### src/rtl/fp_pkg.sv
// Shared floating-point definitions for the arithmetic library: rounding-mode
// encodings, special-value constructors and a leading-zero counter. Values are
// built 64 bits wide and truncated by the caller to its packed width.
package fp_pkg;

  localparam logic [1:0] RND_RNE = 2'd0;
  localparam logic [1:0] RND_RTZ = 2'd1;
  localparam logic [1:0] RND_RUP = 2'd2;
  localparam logic [1:0] RND_RDN = 2'd3;

  function automatic int fp_bias(input int expo_w);
    return (1 << (expo_w - 1)) - 1;
  endfunction

  function automatic logic [63:0] fp_exp_ones(input int expo_w, input int mant_w);
    return ((64'd1 << expo_w) - 64'd1) << mant_w;
  endfunction

  function automatic logic [63:0] fp_qnan(input int expo_w, input int mant_w);
    return fp_exp_ones(expo_w, mant_w) | (64'd1 << (mant_w - 1));
  endfunction

  function automatic logic [63:0] fp_inf(input logic sgn, input int expo_w, input int mant_w);
    return ({63'd0, sgn} << (expo_w + mant_w)) | fp_exp_ones(expo_w, mant_w);
  endfunction

  function automatic logic [63:0] fp_max_finite(input logic sgn, input int expo_w, input int mant_w);
    return ({63'd0, sgn} << (expo_w + mant_w)) |
           (((64'd1 << expo_w) - 64'd2) << mant_w) |
           ((64'd1 << mant_w) - 64'd1);
  endfunction

  // Leading zeros of v[n-1:0]; returns n for an all-zero field.
  function automatic logic [6:0] fp_lzc(input logic [63:0] v, input int n);
    logic [6:0] lz;
    lz = 7'(n);
    for (int i = 0; i < 64; i++) begin
      if (i < n && v[i]) lz = 7'(n - 1 - i);
    end
    return lz;
  endfunction

endpackage

### src/rtl/fp_round.sv
// Rounds a normalised significand with guard/round/sticky bits and packs the
// result, applying the mode-dependent overflow value. Subnormal inputs carry
// a clear hidden bit and an exponent of 1; they pack with exponent field 0.
module fp_round
  import fp_pkg::*;
#(
  parameter int EXPO_W = 8,
  parameter int MANT_W = 23
) (
  input  logic                     sgn,
  input  logic [EXPO_W:0]          expo,
  input  logic [MANT_W:0]          sig,
  input  logic                     grd,
  input  logic                     rbt,
  input  logic                     stk,
  input  logic [1:0]               rnd,
  output logic [EXPO_W+MANT_W:0]   res
);

  localparam int W = 1 + EXPO_W + MANT_W;
  localparam logic [EXPO_W:0] EXP_OVF = {1'b0, {EXPO_W{1'b1}}};

  function automatic logic round_inc(input logic s, input logic lsb, input logic g,
                                     input logic r, input logic t, input logic [1:0] mode);
    logic inc;
    case (mode)
      RND_RNE: inc = g & (r | t | lsb);
      RND_RTZ: inc = 1'b0;
      RND_RUP: inc = (g | r | t) & ~s;
      default: inc = (g | r | t) & s;
    endcase
    return inc;
  endfunction

  function automatic logic [W-1:0] ovf_value(input logic s, input logic [1:0] mode);
    logic to_inf;
    case (mode)
      RND_RNE: to_inf = 1'b1;
      RND_RTZ: to_inf = 1'b0;
      RND_RUP: to_inf = ~s;
      default: to_inf = s;
    endcase
    if (to_inf) return W'(fp_inf(s, EXPO_W, MANT_W));
    return W'(fp_max_finite(s, EXPO_W, MANT_W));
  endfunction

  logic                inc;
  logic [MANT_W+1:0]   sig_r;
  logic [MANT_W:0]     sig_f;
  logic [EXPO_W:0]     exp_r;

  // Increment, renormalise a rounding carry, then saturate or pack.
  always_comb begin
    inc   = round_inc(sgn, sig[0], grd, rbt, stk, rnd);
    sig_r = {1'b0, sig} + {{(MANT_W+1){1'b0}}, inc};
    if (sig_r[MANT_W+1]) begin
      sig_f = sig_r[MANT_W+1:1];
      exp_r = expo + (EXPO_W+1)'(1);
    end else begin
      sig_f = sig_r[MANT_W:0];
      exp_r = expo;
    end
    if (exp_r >= EXP_OVF) res = ovf_value(sgn, rnd);
    else res = {sgn, (sig_f[MANT_W] ? exp_r[EXPO_W-1:0] : {EXPO_W{1'b0}}), sig_f[MANT_W-1:0]};
  end

endmodule

### src/rtl/fp_add_top.sv
// Floating-point adder: combinational unpack, align, add, normalise and round,
// followed by a single output register (latency 1, one operation per cycle).
module fp_add_top
  import fp_pkg::*;
#(
  parameter int SIGN_W = 1,
  parameter int EXPO_W = 8,
  parameter int MANT_W = 23
) (
  input  logic                             clk,
  input  logic                             rst,
  input  logic [SIGN_W+EXPO_W+MANT_W-1:0]  a,
  input  logic [SIGN_W+EXPO_W+MANT_W-1:0]  b,
  input  logic [1:0]                       rnd,
  output logic [SIGN_W+EXPO_W+MANT_W-1:0]  res
);

  localparam int W = SIGN_W + EXPO_W + MANT_W;
  localparam logic [W-1:0] QNAN = W'(fp_qnan(EXPO_W, MANT_W));

  logic [W-1:0]        op_x, op_y;
  logic                sx, sy, eff_sub;
  logic [EXPO_W-1:0]   ex_raw, ey_raw, ex, ey, ediff;
  logic [MANT_W:0]     sig_x, sig_y;
  logic [MANT_W+3:0]   x_al, y_ext, y_mask, y_sh;
  logic [MANT_W+4:0]   sum;
  logic [6:0]          lz;
  int                  lim, sh;
  logic [MANT_W+3:0]   nsig;
  logic [EXPO_W:0]     nexp;
  logic                nsgn;
  logic                nan_a, nan_b, inf_a, inf_b;
  logic [W-1:0]        rounded, res_d, res_p1;

  // Order operands by magnitude, align the smaller one with sticky, add/subtract.
  always_comb begin
    if (a[W-2:0] >= b[W-2:0]) begin
      op_x = a;
      op_y = b;
    end else begin
      op_x = b;
      op_y = a;
    end
    sx      = op_x[W-1];
    sy      = op_y[W-1];
    ex_raw  = op_x[W-2:MANT_W];
    ey_raw  = op_y[W-2:MANT_W];
    ex      = (ex_raw == '0) ? EXPO_W'(1) : ex_raw;
    ey      = (ey_raw == '0) ? EXPO_W'(1) : ey_raw;
    sig_x   = {ex_raw != '0, op_x[MANT_W-1:0]};
    sig_y   = {ey_raw != '0, op_y[MANT_W-1:0]};
    ediff   = ex - ey;
    x_al    = {sig_x, 3'b000};
    y_ext   = {sig_y, 3'b000};
    y_mask  = ~({(MANT_W+4){1'b1}} << ediff);
    if (int'(ediff) >= MANT_W + 3)
      y_sh = {{(MANT_W+3){1'b0}}, |sig_y};
    else
      y_sh = (y_ext >> ediff) | {{(MANT_W+3){1'b0}}, |(y_ext & y_mask)};
    eff_sub = sx ^ sy;
    sum     = eff_sub ? ({1'b0, x_al} - {1'b0, y_sh}) : ({1'b0, x_al} + {1'b0, y_sh});
  end

  // Normalise: right by one on carry, else left with the shift clamped at exponent 1.
  always_comb begin
    lz  = fp_lzc(64'(sum[MANT_W+3:0]), MANT_W + 4);
    lim = int'(ex) - 1;
    sh  = (int'(lz) > lim) ? lim : int'(lz);
    if (sum[MANT_W+4]) begin
      nsig = {sum[MANT_W+4:2], sum[1] | sum[0]};
      nexp = {1'b0, ex} + (EXPO_W+1)'(1);
    end else begin
      nsig = sum[MANT_W+3:0] << sh;
      nexp = (EXPO_W+1)'(int'(ex) - sh);
    end
    // An exact zero from opposite signs is +0 except under round-down.
    if (sum == '0) nsgn = eff_sub ? (rnd == RND_RDN) : sx;
    else nsgn = sx;
  end

  fp_round #(
    .EXPO_W (EXPO_W),
    .MANT_W (MANT_W)
  ) u_round (
    .sgn  (nsgn),
    .expo (nexp),
    .sig  (nsig[MANT_W+3:3]),
    .grd  (nsig[2]),
    .rbt  (nsig[1]),
    .stk  (nsig[0]),
    .rnd  (rnd),
    .res  (rounded)
  );

  // NaN and infinity operands override the arithmetic result.
  always_comb begin
    nan_a = (&a[W-2:MANT_W]) && (|a[MANT_W-1:0]);
    nan_b = (&b[W-2:MANT_W]) && (|b[MANT_W-1:0]);
    inf_a = (&a[W-2:MANT_W]) && !(|a[MANT_W-1:0]);
    inf_b = (&b[W-2:MANT_W]) && !(|b[MANT_W-1:0]);
    res_d = rounded;
    if (nan_a || nan_b || (inf_a && inf_b && (a[W-1] != b[W-1]))) res_d = QNAN;
    else if (inf_a) res_d = a;
    else if (inf_b) res_d = b;
  end

  // Output stage register; reset clears the result immediately.
  always_ff @(posedge clk or posedge rst) begin
    if (rst) res_p1 <= '0;
    else res_p1 <= res_d;
  end

  assign res = res_p1;

endmodule

### config.mk
export PLATFORM = sky130hd
export DESIGN_NAME = fp_add_top
export DESIGN_NICKNAME = d
export VERILOG_FILES = /design/src/rtl/fp_pkg.sv /design/src/rtl/fp_round.sv /design/src/rtl/fp_add_top.sv
export SDC_FILE = /design/constraint.sdc
export NUM_CORES = 1
export LEC_CHECK = 0
export ABC_AREA = 1
export CAP_MARGIN = 20
export CORE_ASPECT_RATIO = 0.6
export CORE_MARGIN = 2
export CORE_UTILIZATION = 25
export CTS_BUF_LIST = sky130_fd_sc_hd__clkbuf_8
export DETAILED_ROUTE_END_ITERATION = 6
export SLEW_MARGIN = 20
export SYNTH_ARGS = -nofsm -noshare
export SYNTH_HDL_FRONTEND = slang
export SYNTH_SLANG_ARGS = --single-unit
### constraint.sdc
create_clock -name clk -period 2.53 [get_ports clk]
set_input_delay 0.506 -clock clk [delete_from_list [all_inputs] [get_ports clk]]
set_output_delay 0.506 -clock clk [all_outputs]
set_load 0.05 [all_outputs]
==> impl_metrics.env, run 1 <==
export IMPL_synthFlopType="dfrtp_1"
export IMPL_dieArea_mm2=0.05167
export IMPL_netlist_instances=2291
export IMPL_grt_usage_pct=21.41
export IMPL_clockBufferDepth=2
export IMPL_slowest_stage="clkdlybuf4s50_1"
export IMPL_cpMostUsedCell="nand2_2"
export IMPL_antenna_found_initial=0
export IMPL_p_leak_nw=11.17
export IMPL_ios=100
export IMPL_yosysWarnings=0
export IMPL_max_cap_violations=0
export IMPL_grt_pass1_wl_mm=88.57
export IMPL_criticalPathCategory="input port to flip-flop"
export IMPL_ir_drop_mv=0.4742
export IMPL_switching_share_pct=53.31
export IMPL_die_w_um=292.1
export IMPL_synth_seq_cells=32
export IMPL_comb_power_share_pct=93.4
export IMPL_endpoint_kind="flip-flop"
export IMPL_cts_tree="done"
export IMPL_regArea_um2=800.8
export IMPL_overflow=0
export IMPL_p_clk_share_pct=2.3
export IMPL_clk_pin_slew_worst_paths_ns=0.07
export IMPL_core_mm2=0.04927
export IMPL_wl_per_cell_um=15.66
export IMPL_avgSynthCellArea_um2=5.436
export IMPL_critical_path_top_delay_family="simple AND/OR/NAND/NOR gates"
export IMPL_outcome="finished, violations left"
export IMPL_async_reset_ff_share_pct=100.0
export IMPL_cts_buffers=5
export IMPL_hold_path_class="input port to async pin"
export IMPL_rows=63
export IMPL_critical_path_arrival_ns=13.22
export IMPL_synth_nets=2466
export IMPL_largest_reg_flops=32
export IMPL_grt_pass1_vias=16275
export IMPL_post_route_util_pct=42.42
export IMPL_area_delta_synth_final_pct=67.80
export IMPL_cp_buffers_inverters=19
export IMPL_detail_route_antenna_nets=0
export IMPL_internal_power_mw=9.261
export IMPL_rsz0062_at_grt="true"
export IMPL_place_area_mm2=0.01919
export IMPL_crit_fanout=10
export IMPL_gp_congestion=1.005
export IMPL_initial_utilization_pct=25.28
export IMPL_critPathLaunchType="input port"
export IMPL_timing_final_crit_share_pct=514.7
export IMPL_synthDistinctLibCells=66
export IMPL_power_density_mw_per_mm2=949.1
export IMPL_drive_above_1_share_pct=34.62
export IMPL_routed_wl_mm=58.02
export IMPL_firstDrtPassIters=6
export IMPL_cpPeakStageDelay_ns=0.56
export IMPL_finalPower_mw=19.83
export IMPL_relSlewSlack_pct=55.20
export IMPL_worst_slack_ns=-10.49
export IMPL_p_seq_share_pct=4.3
export IMPL_synth_seq_area_share_pct=6.430
export IMPL_multi_input_area_mm2=0.01111
export IMPL_pre_cts_ws_ns=-11.30
export IMPL_diodes=0
export IMPL_die_h_um=176.9
export IMPL_io_buffer_count=99
export IMPL_min_period_ns=13.02
export IMPL_drcViolationCount=0
export IMPL_hold_violations=0
export IMPL_htree_levels=2
export IMPL_setup_viol=32
export IMPL_root_buffer="clkbuf_8"
export IMPL_drt_iter0_markers=1918
export IMPL_violations="setup timing"
export IMPL_drv_slew=0
export IMPL_via_per_inst=4.914
export IMPL_cts_sinks=32
export IMPL_required_ns=2.73
export IMPL_p_switching_mw=10.57
export IMPL_crit_cells=96
export IMPL_ctsHoldBuffers=0
export IMPL_fillCellCount=5067
export IMPL_max_freq_mhz=76.80
export IMPL_final_area_mm2=0.02090
export IMPL_via_count=18210
export IMPL_finalNetCount=3231
export IMPL_worst_pin_slew_ns=0.6650
export IMPL_grt_max_degree=89
export IMPL_synthesis_area_mm2=0.01245
export IMPL_hpwlAfterDp_mm=47.93
export IMPL_holdWs_ns=0.5838
export IMPL_synth_edf_count=0
-- power groups by stage --
| stage | Combinational (mW) | Sequential [mW] | Clock, mW |
|---|---|---|---|
| floorplan | 8.38 | 1.75 | 0 |
| CTS | 17.5 | 0.860 | 0.457 |
| global route | 20.2 | 0.877 | 0.471 |
| detailed placement | 17.0 | 0.870 | 0 |
| global placement | 16.9 | 0.873 | 0 |
| finish | 18.5 | 0.859 | 0.449 |
-- logic make-up (layout without fill, tap and decap cells) --
group           count (synthesis)  after routing  share of synthesized area, %
compound gates                279            279                         13.44
xor+xnor                       43             43                         3.145
fa+ha+maj                     107            107                         10.87
buf+inv                       402           1162                         13.48
flops                          32             32                         6.430
mux                             3              3                        0.2411
other cells                     1              1                       0.03011
simple gates                 1424           1429                         52.36
-- area by class of cell --
| class | instances | area share, % |
|---|---|---|
| Timing Repair Buffer | 848 | 33.06 |
| Tap cell | 650 | 3.892 |
| Sequential cell | 32 | 3.832 |
| Inverter | 307 | 5.581 |
| Clock buffer | 7 | 0.4611 |
| Multi-Input combinational cell | 1862 | 53.18 |
-- synthesized netlist by cell type (8+ instances only) --
cell / number / share of area (%)
inv_2: 26 / 0.78
a31oi_1: 8 / 0.40
nand2_2: 25 / 1.3
nor2_1: 193 / 5.8
nand3_2: 9 / 0.72
nor3_1: 15 / 0.60
clkbuf_1: 29 / 0.87
nand3b_1: 14 / 0.84
inv_1: 272 / 8.2
ha_1: 105 / 11
nand3_1: 358 / 14
nor4_1: 11 / 0.55
o21ai_1: 22 / 0.88
buf_4: 10 / 0.60
nand4_1: 89 / 4.5
a21oi_1: 87 / 3.5
xor2_1: 35 / 2.5
dfrtp_1: 32 / 6.4
buf_6: 12 / 1.1
nand2_1: 650 / 20
buf_2: 30 / 1.2
buf_1: 14 / 0.42
nor2_2: 15 / 0.75
or2_2: 15 / 0.75
o21ai_0: 92 / 3.7
-- cells in the final DEF, fill, tap and decap left out, types with 17 or more instances in the layout --
cell,n
o21ai_0,72
inv_2,49
nand3_1,339
nand2_2,49
ha_4,23
nor2_1,184
xor2_1,33
nand2_1,614
dfrtp_1,32
inv_1,248
dlymetal6s2s_1,20
ha_1,80
clkdlybuf4s50_1,79
a21oi_1,73
buf_4,724
nand4_1,89
o21ai_1,31
nor2_4,17
a21oi_2,17
nand3_2,23
-- metrics by stage --
step           TNS, ns  std cells
2_1_floorplan  -320.67       2291
3_3_place_gp   -346.53       3621
3_5_place_dp   -356.61       3621
4_1_cts        -326.58       3681
5_1_grt        -353.49       3706
6_report       -330.27       3706
-- what timing repair did --
action / in CTS / in global routing
pin swaps: 43 / 73
gates cloned: 3 / 5
resized for setup: 56 / 144
buffers inserted: 51 / 19
endpoints found under the setup margin: 32 / 32
-- final timing paths --
kind                       start      end  slack [ns]
setup / recovery           a[10]  res[13]      -10.49
hold / removal               rst  res[22]        0.58
max in group asynchronous    rst  res[11]        1.64
min in group clk           b[31]  res[31]        0.99
-- metal layers --
layer,global-route usage [%],vias to the layer above,share of wire [%]
met5,1.032,-,0.12
met4,1.246,2,0.76
met3,8.225,37,13
met2,26.70,816,34
met1,34.16,8231,52
li1,-,9124,-
Power figures use the tool's default switching activity.
==> run 2, diff against run 1 <==
--- a/config.mk
+++ b/config.mk
@@ -12,7 +12,10 @@
 export CORE_UTILIZATION = 25
 export CTS_BUF_LIST = sky130_fd_sc_hd__clkbuf_8
 export DETAILED_ROUTE_END_ITERATION = 6
+export REMOVE_ABC_BUFFERS = 1
+export SETUP_SLACK_MARGIN = 0.1
 export SLEW_MARGIN = 20
 export SYNTH_ARGS = -nofsm -noshare
 export SYNTH_HDL_FRONTEND = slang
 export SYNTH_SLANG_ARGS = --single-unit
+export TNS_END_PERCENT = 100
==> impl_metrics.env, run 2 (synthesis gave the netlist of run 1 again) <==
export IMPL_timing_final_crit_share_pct=510.0
export IMPL_crit_cells=104
export IMPL_grt_usage_pct=22.69
export IMPL_cp_buffers_inverters=46
export IMPL_crit_fanout=15
export IMPL_largest_reg_flops=32
export IMPL_cpMostUsedCell="buf_4"
export IMPL_initial_utilization_pct=25.28
export IMPL_cpPeakStageDelay_ns=0.30
export IMPL_drt_iter0_markers=1879
export IMPL_min_period_ns=12.90
export IMPL_required_ns=2.72
export IMPL_violations="setup timing"
export IMPL_setup_viol=32
export IMPL_worst_pin_slew_ns=0.6828
export IMPL_grt_pass1_wl_mm=93.62
export IMPL_criticalPathCategory="input port to flip-flop"
export IMPL_worst_slack_ns=-10.37
export IMPL_cts_buffers=5
export IMPL_rows=63
export IMPL_htree_levels=2
export IMPL_die_h_um=176.9
export IMPL_overflow=0
export IMPL_hpwlAfterDp_mm=48.90
export IMPL_stdcell_count=3829
export IMPL_outcome="finished, violations left"
export IMPL_grt_pass1_vias=17002
export IMPL_layout_common_cells="buf_4 (840), nand2_1 (569), nand3_1 (324)"
export IMPL_max_cap_violations=0
export IMPL_cp_startpoint="a[23]"
export IMPL_drcViolationCount=0
export IMPL_clk_pin_slew_worst_paths_ns=0.07
export IMPL_ios=100
export IMPL_drive_above_1_share_pct=42.94
export IMPL_grt_max_degree=89
export IMPL_finalNetCount=3353
export IMPL_multi_input_area_mm2=0.01180
export IMPL_critical_path_arrival_ns=13.09
export IMPL_io_buffer_count=99
export IMPL_ir_drop_mv=0.4004
export IMPL_cts_tree="done"
export IMPL_wl_per_cell_um=16.71
export IMPL_fillCellCount=4824
export IMPL_via_per_inst=5.011
export IMPL_root_buffer="clkbuf_8"
export IMPL_via_count=19188
export IMPL_die_w_um=292.1
export IMPL_detail_route_antenna_nets=0
export IMPL_drv_slew=0
export IMPL_diodes=0
export IMPL_gp_congestion=1.030
export IMPL_core_mm2=0.04927
export IMPL_hold_violations=0
export IMPL_dp_cells=3625
export IMPL_endpoint="res[20]"
export IMPL_max_freq_mhz=77.51
export IMPL_final_area_mm2=0.02246
export IMPL_hold_path_class="input port to async pin"
export IMPL_endpoint_kind="flip-flop"
export IMPL_p_leak_nw=11.93
export IMPL_clockBufferDepth=2
export IMPL_routed_wl_mm=63.99
export IMPL_power_density_mw_per_mm2=933.9
export IMPL_dieArea_mm2=0.05167
export IMPL_rsz0062_at_grt="true"
export IMPL_place_area_mm2=0.01894
export IMPL_area_delta_synth_final_pct=80.34
export IMPL_antenna_found_initial=0
export IMPL_final_common_cell="buf_4"
export IMPL_firstDrtPassIters=7
export IMPL_relSlewSlack_pct=54.48
export IMPL_slowest_stage="o21ai_4"
export IMPL_cts_sinks=32
export IMPL_regArea_um2=800.8
export IMPL_critical_path_top_delay_family="buffers and inverters"
export IMPL_critPathLaunchType="input port"
-- run 2: cell count changes in the layout (fill, tap and decap cells not counted), moves of 12 or more --
| cell | delta |
|---|---|
| clkbuf_2 | +30 |
| inv_1 | -24 |
| buf_4 | +116 |
| clkdlybuf4s50_1 | -42 |
| nor2_1 | -16 |
| buf_6 | +12 |
| nand3_2 | +13 |
| inv_2 | +15 |
| nand2_2 | +29 |
| ha_1 | -20 |
| nand2_4 | +20 |
| nand3_1 | -15 |
| ha_4 | +21 |
| nand2_1 | -45 |
-- run 2: worst min path at each step --
stage / depth (start not counted) / end / startpoint
final: 3 / res[27] / rst
after CTS: 3 / res[25] / rst
after global placement: 3 / res[25] / rst
after global routing: 3 / res[24] / rst
after detailed placement: 3 / res[25] / rst
after floorplan: 1 / res[0] / rst
-- run 2: layout make-up --
| cell class | count | area share [%] |
|---|---|---|
| Clock inverter | 2 | 0.06686 |
| Multi-Input combinational cell | 1861 | 52.55 |
| Timing Repair Buffer | 971 | 34.53 |
| Tap cell | 650 | 3.621 |
| Inverter | 307 | 5.298 |
| Clock buffer | 6 | 0.3677 |
| Sequential cell | 32 | 3.566 |
-- run 2: stage by stage --
stage	setup TNS, ns	hold WS [ns]	utilization, %	total power, mW	worst slack (ns)
2_1_floorplan	-412.85	0.6222	-	9.666	-13.05
3_5_place_dp	-370.51	0.9229	38.45	17.55	-11.72
6_report	-326.60	0.5864	45.58	20.97	-10.37
4_1_cts	-320.38	0.5939	42.28	19.41	-10.19
3_3_place_gp	-362.32	0.9159	38.45	17.51	-11.46
5_1_grt	-344.29	0.6412	45.58	22.58	-10.95
-- run 2: power by group --
part / internal, mW / switching [mW]
Clock: 0.220 / 0.215
Combinational: 8.87 / 10.8
Sequential: 0.775 / 0.0916
Total: 9.87 / 11.1
-- run 2: what timing repair did --
item	4_1_cts	5_1_grt
resized for setup	196	404
hold buffers	0	0
endpoints found under the setup margin	32	32
buffers inserted	118	71
gates cloned	7	0
pin swaps	74	161
-- run 2: tightest hold or removal path: cells and delay by family --
family   cells  cell delay [ns]
buf+inv      3             0.81
-- run 2: per-layer routing --
| metal | track usage (%) | up-vias | routed length, µm |
|---|---|---|---|
| met3 | 9.681 | 54 | 8479 |
| met1 | 35.33 | 8823 | 31570 |
| met5 | 0 | - | 0 |
| li1 | - | 9351 | - |
| met2 | 28.78 | 960 | 23420 |
| met4 | 1.310 | 0 | 509 |
==> run 3, diff against run 2 <==
--- a/config.mk
+++ b/config.mk
@@ -17,5 +17,6 @@
 export SLEW_MARGIN = 20
 export SYNTH_ARGS = -nofsm -noshare
 export SYNTH_HDL_FRONTEND = slang
+export SYNTH_HIERARCHICAL = 1
 export SYNTH_SLANG_ARGS = --single-unit
 export TNS_END_PERCENT = 100
==> impl_metrics.env, run 3 <==
export IMPL_netlist_instances=2365
export IMPL_overflow=0
export IMPL_ctsHoldBuffers=0
export IMPL_clockBufferDepth=2
export IMPL_synth_seq_cells=32
export IMPL_endpoint_kind="flip-flop"
export IMPL_dieArea_mm2=0.05170
export IMPL_yosysMostFrequentCell="nand2_1"
export IMPL_netlist_top_cells_area="nand2_1 (21%), nand3_1 (15%), ha_1 (10%)"
export IMPL_crit_fanout=6
export IMPL_required_ns=2.74
export IMPL_critical_path_arrival_ns=12.70
export IMPL_io_buffer_count=99
export IMPL_violations="DRC, setup timing"
export IMPL_ios=100
export IMPL_clk_pin_slew_worst_paths_ns=0.06
export IMPL_synthDistinctLibCells=60
export IMPL_antenna_found_initial=0
export IMPL_timing_final_crit_share_pct=493.4
export IMPL_grt_pass1_vias=18696
export IMPL_final_area_mm2=0.02433
export IMPL_cp_startpoint="b[16]"
export IMPL_cts_tree="done"
export IMPL_endpoint="res[16]"
export IMPL_die_h_um=176.9
export IMPL_layout_common_cells="buf_4 (936), nand2_1 (546), nand3_1 (313)"
export IMPL_synth_seq_area_share_pct=6.427
export IMPL_worst_pin_slew_ns=0.7340
export IMPL_drcViolationCount=6
export IMPL_diodes=0
export IMPL_grt_usage_pct=23.57
export IMPL_via_count=20524
export IMPL_outcome="finished, violations left"
export IMPL_power_density_mw_per_mm2=797.0
export IMPL_setup_viol=32
export IMPL_finalPower_mw=19.39
export IMPL_detail_route_antenna_nets=0
export IMPL_cts_buffers=5
export IMPL_p_leak_nw=12.67
export IMPL_async_reset_ff_share_pct=100.0
export IMPL_fillCellCount=4573
export IMPL_final_common_cell="buf_4"
export IMPL_wl_per_cell_um=16.62
export IMPL_yosysWarnings=6
export IMPL_place_area_mm2=0.01913
export IMPL_relSlewSlack_pct=51.06
export IMPL_grt_max_degree=87
export IMPL_yosysTopAreaCell="nand2_1"
export IMPL_synth_edf_count=0
export IMPL_rsz0062_at_grt="true"
export IMPL_cpMostUsedCell="buf_4"
export IMPL_hpwlAfterDp_mm=46.24
export IMPL_via_per_inst=5.107
export IMPL_max_cap_violations=0
export IMPL_routed_wl_mm=66.80
export IMPL_die_w_um=292.2
export IMPL_area_delta_synth_final_pct=95.26
export IMPL_gp_congestion=1.023
export IMPL_initial_utilization_pct=25.29
export IMPL_max_freq_mhz=80.10
export IMPL_largest_reg_flops=32
export IMPL_drt_iter0_markers=2556
export IMPL_synthFlopType="dfrtp_1"
export IMPL_cts_sinks=32
export IMPL_htree_levels=2
export IMPL_min_period_ns=12.48
export IMPL_criticalPathCategory="input port to flip-flop"
export IMPL_grt_pass1_wl_mm=99.15
export IMPL_critPathLaunchType="input port"
export IMPL_drv_slew=0
export IMPL_cpPeakStageDelay_ns=0.31
export IMPL_drive_above_1_share_pct=47.58
export IMPL_hold_violations=0
export IMPL_synth_top_area_share_pct=20.82
export IMPL_rows=63
export IMPL_ir_drop_mv=0.3641
export IMPL_synth_common_cells="nand2_1 (691), nand3_1 (377), inv_1 (297), nor2_1 (210), o21ai_0 (113)"
export IMPL_firstDrtPassIters=7
export IMPL_holdWs_ns=0.5918
export IMPL_slowest_stage="ha_1"
export IMPL_synthesis_area_mm2=0.01246
export IMPL_root_buffer="clkbuf_8"
export IMPL_core_mm2=0.04927
export IMPL_hold_path_class="input port to async pin"
export IMPL_finalNetCount=3543
export IMPL_worst_slack_ns=-9.954
export IMPL_avgSynthCellArea_um2=5.268
## run 3: final cells by class
class	count	area (µm²)	area share (%)
multi-input cells	1910	12350	50.77
repair buffers	1104	9021	37.08
clock buffers	7	96.34	0.3960
well taps	650	813.3	3.343
flip-flops and latches	32	800.8	3.292
inverters	316	1246	5.122
## run 3: worst min-delay path by stage
| stage | to | cells after the start |
|---|---|---|
| after global placement | res[30] | 3 |
| final | res[30] | 3 |
| after detailed placement | res[30] | 3 |
| after floorplan | res[0] | 1 |
| after CTS | res[30] | 3 |
| after global routing | res[28] | 3 |
## run 3: report_power, final
group / switching, mW / leakage (nW) / internal (mW)
Combinational: 9.86 / 12.2 / 8.27
Clock: 0.187 / 0.0503 / 0.242
Sequential: 0.0658 / 0.378 / 0.766
Total: 10.1 / 12.7 / 9.28
## run 3: cell families (layout without fill, tap and decap cells)
family / Yosys count / count (layout) / synth area share [%]
simple gates: 1448 / 1449 / 51.27
buf+inv: 424 / 1427 / 14.03
compound gates: 312 / 312 / 14.11
fa+ha+maj: 106 / 106 / 10.83
xor+xnor: 41 / 41 / 3.183
flops: 32 / 32 / 6.427
mux: 2 / 2 / 0.1607
## run 3: metrics by stage
stage	util, %	setup slack [ns]	cells	setup TNS [ns]
3_3_place_gp	38.84	-11.32	3711	-356.11
6_report	49.38	-9.954	4019	-312.53
4_1_cts	45.66	-9.428	3962	-296.88
2_1_floorplan	-	-11.35	2257	-358.02
3_5_place_dp	38.84	-11.68	3711	-369.10
5_1_grt	49.38	-10.35	4019	-325.26
## run 3: timing repair
item | 4_1_cts | 5_1_grt
buffers inserted | 240 | 57
resized for setup | 622 | 316
endpoints found under the setup margin | 32 | 32
cloned | 5 | 8
pin swaps | 149 | 201
## run 3: per-layer routing
layer,global-route usage (%),vias up,wire length [µm]
met5,0,-,69
met4,4.145,2,1610
met3,5.789,148,7405
met2,34.52,1049,27070
met1,34.76,9532,30640
li1,-,9793,-
## run 3: critical path: cells and delay by family
kind | cells | cell delay, ns
AO/OA/AOI/OAI | 9 | 1.17
XOR/XNOR | 1 | 0.28
adder cells (fa/ha/maj) | 4 | 0.91
buffers and inverters | 57 | 6.92
AND/OR/NAND/NOR | 27 | 2.83
